==> config.mk <==
export PLATFORM = sky130hd
export DESIGN_NAME = pipe_decode_ctrl
export DESIGN_NICKNAME = d
export VERILOG_FILES = /design/src/rtl/ctrl_pkg.sv /design/src/rtl/ctrl_decode.sv /design/src/rtl/pipe_decode_ctrl.sv
export SDC_FILE = /design/constraint.sdc
export NUM_CORES = 1
export LEC_CHECK = 0
export BUFFER_PORTS_ARGS = -buffer_cell sky130_fd_sc_hd__buf_4
export CAP_MARGIN = 20
export CORE_MARGIN = 1.5
export CORE_UTILIZATION = 35
export CTS_CLUSTER_DIAMETER = 80
export DETAILED_ROUTE_END_ITERATION = 8
export PLACE_DENSITY_LB_ADDON = 0.25
export SYNTH_ARGS = -nofsm -noshare
export SYNTH_HDL_FRONTEND = slang
export SYNTH_SLANG_ARGS = --single-unit
==> constraint.sdc <==
create_clock -name clk -period 5.7 [get_ports clk]
set_clock_uncertainty 0.05 [all_clocks]
set_input_delay 1.425 -clock clk [delete_from_list [all_inputs] [get_ports clk]]
set_output_delay 1.425 -clock clk [all_outputs]
set_load 0.05 [all_outputs]
==> src/rtl/ctrl_pkg.sv <==
// Shared decode constants, ALU encodings and the ID/EX control bundle.
// The bne field only exists when CTRL_EXT_OPS_EN is defined.
package ctrl_pkg;

    localparam logic [5:0] OP_RTYPE = 6'h00;
    localparam logic [5:0] OP_J     = 6'h02;
    localparam logic [5:0] OP_BEQ   = 6'h04;
    localparam logic [5:0] OP_ADDI  = 6'h08;
    localparam logic [5:0] OP_ANDI  = 6'h0C;
    localparam logic [5:0] OP_LW    = 6'h23;
    localparam logic [5:0] OP_SW    = 6'h2B;

    localparam logic [5:0] FN_ADD   = 6'h20;
    localparam logic [5:0] FN_SUB   = 6'h22;
    localparam logic [5:0] FN_AND   = 6'h24;
    localparam logic [5:0] FN_OR    = 6'h25;
    localparam logic [5:0] FN_SLT   = 6'h2A;

`ifdef CTRL_EXT_OPS_EN
    localparam logic [5:0] OP_BNE   = 6'h05;
    localparam logic [5:0] OP_SLTI  = 6'h0A;
    localparam logic [5:0] OP_ORI   = 6'h0D;
    localparam logic [5:0] FN_NOR   = 6'h27;
    localparam logic [3:0] ALU_NOR  = 4'b1100;
`endif

    localparam logic [3:0] ALU_AND  = 4'b0000;
    localparam logic [3:0] ALU_OR   = 4'b0001;
    localparam logic [3:0] ALU_ADD  = 4'b0010;
    localparam logic [3:0] ALU_NOP  = 4'b0100;
    localparam logic [3:0] ALU_SUB  = 4'b0110;
    localparam logic [3:0] ALU_SLT  = 4'b0111;

    typedef struct packed {
        logic        reg_write;
        logic        reg_dst;
        logic        mem_read;
        logic        mem_write;
        logic        branch;
        logic        jump;
        logic        alu_src;
        logic        mem_to_reg;
`ifdef CTRL_EXT_OPS_EN
        logic        bne;
`endif
        logic        illegal;
        logic [3:0]  alu;
        logic [4:0]  rs;
        logic [4:0]  rt;
        logic [4:0]  wr;
        logic [15:0] imm;
    } ctrl_bundle_t;

    typedef enum logic {
        ST_RUN   = 1'b0,
        ST_STALL = 1'b1
    } state_e;

    function automatic ctrl_bundle_t idle_bundle();
        ctrl_bundle_t b;
        b     = '0;
        b.alu = ALU_NOP;
        return b;
    endfunction

endpackage

==> src/rtl/ctrl_decode.sv <==
// Combinational MIPS control decode: instruction word to control bundle plus operand-usage flags.
// No latency, no flow control; CTRL_EXT_OPS_EN adds ORI, SLTI, BNE and NOR.
module ctrl_decode
    import ctrl_pkg::*;
(
    input  logic [31:0]  instr_i,
    output ctrl_bundle_t bundle_o,
    output logic         rs_used_o,
    output logic         rt_used_o
);

    logic [5:0]   opcode;
    logic [5:0]   funct;
    logic [4:0]   rs;
    logic [4:0]   rt;
    logic [4:0]   rd;
    logic [15:0]  imm;
    logic         legal;
    ctrl_bundle_t b;

    assign opcode = instr_i[31:26];
    assign rs     = instr_i[25:21];
    assign rt     = instr_i[20:16];
    assign rd     = instr_i[15:11];
    assign funct  = instr_i[5:0];
    assign imm    = instr_i[15:0];

    always_comb begin
        b         = idle_bundle();
        b.rs      = rs;
        b.rt      = rt;
        b.imm     = imm;
        legal     = 1'b1;
        rs_used_o = 1'b0;
        rt_used_o = 1'b0;
        case (opcode)
            OP_RTYPE: begin
                b.reg_write = 1'b1;
                b.reg_dst   = 1'b1;
                b.wr        = rd;
                rs_used_o   = 1'b1;
                rt_used_o   = 1'b1;
                case (funct)
                    FN_ADD:  b.alu = ALU_ADD;
                    FN_SUB:  b.alu = ALU_SUB;
                    FN_AND:  b.alu = ALU_AND;
                    FN_OR:   b.alu = ALU_OR;
                    FN_SLT:  b.alu = ALU_SLT;
`ifdef CTRL_EXT_OPS_EN
                    FN_NOR:  b.alu = ALU_NOR;
`endif
                    default: legal = 1'b0;
                endcase
            end
            OP_ADDI: begin
                b.reg_write = 1'b1;
                b.alu_src   = 1'b1;
                b.alu       = ALU_ADD;
                b.wr        = rt;
                rs_used_o   = 1'b1;
            end
            OP_ANDI: begin
                b.reg_write = 1'b1;
                b.alu_src   = 1'b1;
                b.alu       = ALU_AND;
                b.wr        = rt;
                rs_used_o   = 1'b1;
            end
            OP_LW: begin
                b.reg_write  = 1'b1;
                b.alu_src    = 1'b1;
                b.mem_read   = 1'b1;
                b.mem_to_reg = 1'b1;
                b.alu        = ALU_ADD;
                b.wr         = rt;
                rs_used_o    = 1'b1;
            end
            OP_SW: begin
                b.alu_src   = 1'b1;
                b.mem_write = 1'b1;
                b.alu       = ALU_ADD;
                rs_used_o   = 1'b1;
                rt_used_o   = 1'b1;
            end
            OP_BEQ: begin
                b.branch  = 1'b1;
                b.alu     = ALU_SUB;
                rs_used_o = 1'b1;
                rt_used_o = 1'b1;
            end
            OP_J: begin
                b.jump = 1'b1;
            end
`ifdef CTRL_EXT_OPS_EN
            OP_ORI: begin
                b.reg_write = 1'b1;
                b.alu_src   = 1'b1;
                b.alu       = ALU_OR;
                b.wr        = rt;
                rs_used_o   = 1'b1;
            end
            OP_SLTI: begin
                b.reg_write = 1'b1;
                b.alu_src   = 1'b1;
                b.alu       = ALU_SLT;
                b.wr        = rt;
                rs_used_o   = 1'b1;
            end
            OP_BNE: begin
                b.branch  = 1'b1;
                b.bne     = 1'b1;
                b.alu     = ALU_SUB;
                rs_used_o = 1'b1;
                rt_used_o = 1'b1;
            end
`endif
            default: legal = 1'b0;
        endcase
        // Unknown encodings still travel as a valid bundle, but with every control cleared.
        if (!legal) begin
            b         = idle_bundle();
            b.rs      = rs;
            b.rt      = rt;
            b.imm     = imm;
            b.illegal = 1'b1;
            rs_used_o = 1'b0;
            rt_used_o = 1'b0;
        end
    end

    assign bundle_o = b;

endmodule

==> src/rtl/pipe_decode_ctrl.sv <==
// ID/EX control register with load-use bubble insertion and flush; CTRL_EXT_OPS_EN adds ORI/SLTI/BNE/NOR and the bne port.
// Latency 1 cycle; bundle holds while out_ready is low, in_ready drops on back-pressure, hazard, STALL or flush.
module pipe_decode_ctrl
    import ctrl_pkg::*;
#(
    parameter int ALU_CTRL_W     = 4,
    parameter int REG_ADDR_W     = 5,
    parameter int LOAD_USE_STALL = 1
) (
    input  logic                  clk,
    input  logic                  rst_n,
    input  logic                  flush,
    input  logic                  in_valid,
    output logic                  in_ready,
    input  logic [31:0]           instr,
    output logic                  out_valid,
    input  logic                  out_ready,
    output logic                  reg_write,
    output logic                  reg_dst,
    output logic                  mem_read,
    output logic                  mem_write,
    output logic                  branch,
    output logic                  jump,
    output logic                  alu_src,
    output logic                  mem_to_reg,
    output logic [ALU_CTRL_W-1:0] alu_control,
    output logic [REG_ADDR_W-1:0] rs_addr,
    output logic [REG_ADDR_W-1:0] rt_addr,
    output logic [REG_ADDR_W-1:0] wr_addr,
    output logic [15:0]           imm,
    output logic                  illegal,
`ifdef CTRL_EXT_OPS_EN
    output logic                  bne,
`endif
    output logic                  stall
);

    ctrl_bundle_t dec_bundle;
    logic         rs_used;
    logic         rt_used;

    ctrl_decode u_dec (
        .instr_i   (instr),
        .bundle_o  (dec_bundle),
        .rs_used_o (rs_used),
        .rt_used_o (rt_used)
    );

    state_e       state_q, state_d;
    logic [1:0]   cnt_q, cnt_d;
    logic         out_valid_q, out_valid_d;
    ctrl_bundle_t bundle_q, bundle_d;
    logic         advance;
    logic         hazard;
    logic         accept;

    always_ff @(posedge clk or negedge rst_n) begin
        if (!rst_n) begin
            state_q     <= ST_RUN;
            cnt_q       <= '0;
            out_valid_q <= 1'b0;
            bundle_q    <= idle_bundle();
        end else begin
            state_q     <= state_d;
            cnt_q       <= cnt_d;
            out_valid_q <= out_valid_d;
            bundle_q    <= bundle_d;
        end
    end

    // A load writing r0 never produces a value worth waiting for.
    assign hazard = out_valid_q & bundle_q.mem_read & (bundle_q.wr != 5'd0) & in_valid &
                    ((rs_used & (bundle_q.wr == dec_bundle.rs)) |
                     (rt_used & (bundle_q.wr == dec_bundle.rt)));

    assign advance  = out_ready | ~out_valid_q;
    assign in_ready = advance & (state_q == ST_RUN) & ~hazard & ~flush;
    assign accept   = in_valid & in_ready;
    assign stall    = hazard | (state_q == ST_STALL);

    always_comb begin
        state_d     = state_q;
        cnt_d       = cnt_q;
        out_valid_d = out_valid_q;
        bundle_d    = bundle_q;
        if (flush) begin
            state_d     = ST_RUN;
            cnt_d       = '0;
            out_valid_d = 1'b0;
            bundle_d    = idle_bundle();
        end else if (advance) begin
            if (accept) begin
                out_valid_d = 1'b1;
                bundle_d    = dec_bundle;
            end else begin
                out_valid_d = 1'b0;
                bundle_d    = idle_bundle();
            end
            case (state_q)
                ST_RUN: begin
                    // The hazard cycle itself is the first bubble; STALL covers the rest.
                    if (hazard && (LOAD_USE_STALL > 1)) begin
                        state_d = ST_STALL;
                        cnt_d   = 2'(LOAD_USE_STALL - 1);
                    end
                end
                ST_STALL: begin
                    if (cnt_q == 2'd1) begin
                        state_d = ST_RUN;
                        cnt_d   = '0;
                    end else begin
                        cnt_d = cnt_q - 2'd1;
                    end
                end
                default: begin
                    state_d = ST_RUN;
                    cnt_d   = '0;
                end
            endcase
        end
    end

    assign out_valid   = out_valid_q;
    assign reg_write   = bundle_q.reg_write;
    assign reg_dst     = bundle_q.reg_dst;
    assign mem_read    = bundle_q.mem_read;
    assign mem_write   = bundle_q.mem_write;
    assign branch      = bundle_q.branch;
    assign jump        = bundle_q.jump;
    assign alu_src     = bundle_q.alu_src;
    assign mem_to_reg  = bundle_q.mem_to_reg;
    assign alu_control = ALU_CTRL_W'(bundle_q.alu);
    assign rs_addr     = REG_ADDR_W'(bundle_q.rs);
    assign rt_addr     = REG_ADDR_W'(bundle_q.rt);
    assign wr_addr     = REG_ADDR_W'(bundle_q.wr);
    assign imm         = bundle_q.imm;
    assign illegal     = bundle_q.illegal;
`ifdef CTRL_EXT_OPS_EN
    assign bne         = bundle_q.bne;
`endif

endmodule

==> After elaboration in Yosys (flattened, before gate mapping) <==
Index checks and enable logic that the tools add are counted.
{ "op_classes": {"addsub": 1, "n_eq_ne": 14, "n_mux": 31, "bitwise_logic": 17, "reduce_logical": 13} }
{ "op_table": {"columns": ["cell", "count"], "rows": [
  ["44-bit two-way mux", 4],
  ["6-bit == test, second input constant", 7],
  ["1-bit two-way mux", 19],
  ["4-bit one-hot mux with 4 select lines", 1],
  ["3-bit one-hot mux with 5 select lines", 1],
  ["6-bit by 4-bit == test with 1-bit output, second input constant", 2],
  ["6-bit OR reduction", 2],
  ["1-bit bitwise AND", 10],
  ["5-bit == test", 2],
  ["5-bit one-hot mux with 2 select lines", 1],
  ["3-bit OR reduction", 3],
  ["2-bit two-way mux", 4],
  ["4-bit OR reduction", 2],
  ["6-bit by 2-bit == test with 1-bit output, second input constant", 1],
  ["6-bit by 3-bit == test with 1-bit output, second input constant", 1],
  ["6-bit logical NOT", 1],
  ["5-bit nonzero test", 1],
  ["5-bit OR reduction", 1],
  ["1-bit inverter", 4],
  ["2-bit nonzero test", 2],
  ["1-bit bitwise OR", 3],
  ["2-bit by 1-bit == test with 1-bit output, second input constant", 1],
  ["1-bit one-hot mux with 2 select lines", 1],
  ["2-bit AND reduction", 1],
  ["2-bit by 1-bit subtractor with 2-bit output, second input constant", 1]
]} }
{ "word_totals": {"regBits": 48, "inputBits": 37, "output_inout_bits": 47, "elab_cells": 93} }

==> Depth between registers and ports, before layout <==
{ "depth": {"ltp_word": 16, "ltp_mapped": 7, "depth_no_buf": 5} }

==> Cells and area by module <==
Synthesis repeated with hierarchy kept, for this count alone.
{ "unflattened": {"cells_unflattened": 375, "hier_area_um2": 3236.9} }
{ "by_module_without_submodules": {"columns": ["mod", "instances", "cells_each", "area_each_um2"], "rows": [
  ["pipe_decode_ctrl", 1, 290, 2677.6],
  ["ctrl_decode", 1, 85, 559.3]
]} }

==> Worst setup path after synthesis <==
Ideal clock, no wire load.
{ "synth_timing": {"path_type": "input port to output port", "startpoint": "input instr[29]", "endpoint": "output in_ready", "arrival_ns": 3.306, "required_ns": 4.225, "slack_ns": 0.919, "cell_stages": 7, "cell_sequence": "buf_2 > or4b_1 > o2bb2ai_2 > a21oi_2 > a221o_1 > buf_6 > and3_1"} }
{ "synth_via": {"elab_chain_len": 10, "word_cells_on_any_way": 22, "cone_classes": "eq/ne: 6; mux: 5; bitwise: 7; reduce/logical: 4"} }
{ "synth_lines": {"columns": ["item", "line", "text"], "rows": [
  ["start, declared", "pipe_decode_ctrl.sv:15", "input logic [31:0] instr,"],
  ["6-bit by 4-bit == test with 1-bit output, or another cell as far along", "ctrl_decode.sv:36", "case (opcode)"],
  ["6-bit OR reduction (no source line) or 3-bit OR reduction (tied branches)", null, null],
  ["1-bit one-hot mux with 2 select lines or 1-bit two-way mux (tied branches)", "ctrl_decode.sv:36", null],
  ["1-bit two-way mux", "ctrl_decode.sv:120", "if (!legal) begin"],
  ["1-bit bitwise AND, on equally long branches", "pipe_decode_ctrl.sv:73, pipe_decode_ctrl.sv:74", null],
  ["1-bit bitwise OR (*)", "pipe_decode_ctrl.sv:73", "((rs_used & (bundle_q.wr == dec_bundle.rs)) |"],
  ["1-bit bitwise AND (*)", "pipe_decode_ctrl.sv:72", "assign hazard = out_valid_q & bundle_q.mem_read & (bundle_q.wr != 5'd0) & in_valid &"],
  ["1-bit inverter (*)", "pipe_decode_ctrl.sv:77", "assign in_ready = advance & (state_q == ST_RUN) & ~hazard & ~flush;"],
  ["1-bit bitwise AND (*) (2 in series)", "pipe_decode_ctrl.sv:77", null],
  ["end, declared", "pipe_decode_ctrl.sv:14", "output logic in_ready,"]
]} }
Mark *: on every way between the ends. The rest lies on a longest branch, timed or not.

==> Final worst setup path <==
{ "layout_timing": {"startpoint": "input instr[31]", "endpoint": "output in_ready"} }
Same word-level chain as after synthesis.

==> impl_metrics.tcl <==
set metrics [dict create \
    cts_setup_buffers 0 \
    die_h_um 83.4 \
    r2r_start "wr_addr[4]" \
    vias 2029 \
    status "finished clean" \
    grt_max_degree 47 \
    avgSynthCellArea_um2 10.9 \
    path_clk_slew_ns 0.08 \
    slowest_stage "or4b_1" \
    cts_max_path_buffers 2 \
    arrival_ns 3.36 \
    ios 84 \
    wl_per_cell_um 17.2 \
    yosysWarnings 0 \
    mostFrequentLayoutCell "buf_4" \
    power_leakage_uw 0.00141 \
    ys_seq_area_share_pct 50.9 \
    critPathMaxStageDelay_ns 0.60 \
    synth_edf_count 0 \
    ys.flop_type "dfrtp_1" \
    first_global_vias 1972 \
    cts_tree "yes" \
    syn_area_um2 2260 \
    synth_top_area_share_pct 49.8 \
    fin_setup_tns_ns 0 \
    cts_resized 0 \
    endpoint_kind "output port" \
    grt.overflow.total 0 \
    wirelength_mm 6.22 \
    period_share_pct 84.9 \
    drt-pass1-iter-count 4 \
    drive_above_1_share_pct 35.1 \
    postCtsHoldBufs 0 \
    cp_common_cell "buf_4" \
    core_area_um2 6310 \
    synthArstFlopShare_pct 100 \
    cts_root_buf "clkbuf_8" \
    drc 0 \
    dp_hpwl_mm 4.28 \
    hold_viol 0 \
    dieArea_um2 6960 \
    startpoint "instr[31]" \
    utilization_pct 47.8 \
    critPathKind "primary input to output port" \
    grt_pass1_wl_mm 10.1 \
    clock.fmax_mhz 207 \
    numCtsBuffers 5 \
    hold_path_class "flop to flop" \
    n_antenna_cell 0 \
    hp-start "imm[8]" \
    grtUsageTotal_pct 17.8 \
    drv_slew 0 \
    syn-num-nets 246 \
    most-common-layout-cells "buf_4 (84), dfrtp_1 (45), a32o_1 (29)" \
    rsz0062_at_grt "no" \
    relSlewSlack_pct 31.8 \
    max-vdd-ir-drop_v 0.0000960 \
    critPathMaxFanout 7 \
    drt_iter0_drc 124 \
    finish.net_count 322 \
    die_w_um 83.4 \
    path_cells "buf_4 -> or4b_1 -> o2bb2ai_2 -> a21oi_2 -> a221o_1 -> and3_1 -> buf_4" \
    min_period_ns 4.84 \
    yosysTopAreaCell "dfrtp_1" \
    finalSetupViolations 0 \
    finalWeightedCongestion 0.786 \
    clk_latency_ns 0.30 \
    area.growth.synth_to_final_pct 33.4 \
    num_rows 29 \
    vias_per_cell 5.60 \
    ys_types 45 \
    synth.ff_latch_count 46 \
    port_buffers 82 \
    worstMarginPinSlew_ns 1.02 \
    clock-sinks 46 \
    antenna_found_initial 0 \
    p_per_area_nw_per_um2 234 \
    initial_utilization_pct 35.9 \
    start_kind "primary input" \
    drtAntennaViolNets 0 \
    h-tree-depth 2 \
    synth_cells 208 \
    maxCapViolations 0 \
    yosys-top-cells-area "dfrtp_1 (50%), a32o_1 (13%), xor2_1 (4.3%), nand2_1 (3.0%), nand3_1 (1.8%)" \
    worstPathRequired_ns 4.22 \
]
## synth_stat cells, drive strengths merged (2+ instances only)
library cell and number:
nand3 8, nor2 10, dfrtp 45, o21ai 9
xor2 11, nand4 2, a31oi 2, nor3 6
nor2b 4, clkbuf 8, a32o 29, inv 3
and3 5, a21oi 6, nand2b 4, a22oi 4
buf 7, nand2 18, o31ai 5, a22o 2
or3 2
## layout make-up
class | count | area (um^2)
timing repair buffer | 84 | 631
tap | 77 | 96.3
sequential | 46 | 1150
fill | 626 | 3290
multi-input combinational | 144 | 1020
inverter | 3 | 11.3
clock buffer | 8 | 110
## routing by layer
layer  vias up  GRT usage, %  wire [um]
met4         0          5.37         88
met1      1026          22.4       2770
li1        946             -          -
met3         9          4.17        290
met2        48          30.6       3060
met5         -             0          0
## report_power, final
part           switching [uW]  leakage, uW  internal, uW
clock                     111    0.0000575           123
combinational            84.5     0.000727          46.3
sequential               5.74     0.000625           336
total                     201      0.00141           505
## metrics by stage
stage	worst slack (ns)	total power, uW	cell area [um^2]	hold slack, ns	cells
2_1_floorplan	0.919	421	2260	0.445	208
3_3_place_gp	0.920	479	2910	0.427	354
3_5_place_dp	0.882	480	2910	0.428	354
4_1_cts	0.881	713	3020	0.453	362
5_1_grt	0.798	732	3020	0.460	362
6_report	0.862	706	3020	0.446	362
## path summary, 6_finish.rpt
| check | cells after the start | endpoint | slack, ns |
|---|---|---|---|
| max | 7 | in_ready | 0.86 |
| min | 1 | imm[8] | 0.45 |
| max reg2reg | 6 | rt_addr[0] | 3.25 |
| min reg2reg | 1 | imm[8] | 0.45 |
| max in group asynchronous | 1 | alu_control[1] | 4.13 |
| min in group asynchronous | 1 | rs_addr[0] | 1.08 |
## kinds of logic after synthesis
kind of cell	count (synthesis)	share of synthesized area [%]
AO/OA/AOI/OAI	65	24.4
AND/OR/NAND/NOR	65	14.9
flip-flops	46	50.9
buffers and inverters	18	4.42
XOR/XNOR	11	4.26
adder cells (fa/ha/maj)	1	0.553
other	1	0.166
multiplexers	1	0.442
## flip-flops by register name (all words and copies together), names as in the netlist, 2 cells and up
name,flops
alu_control,3
imm,16
cnt_q,2
wr_addr,5
rt_addr,5
rs_addr,5
## worst max-delay path, delay by kind of cell
kind,cells,cell delay [ns]
simple gates,2,0.80
buf+inv,2,0.31
compound gates,3,0.82
Note: power is estimated with default switching activity, not from simulation.
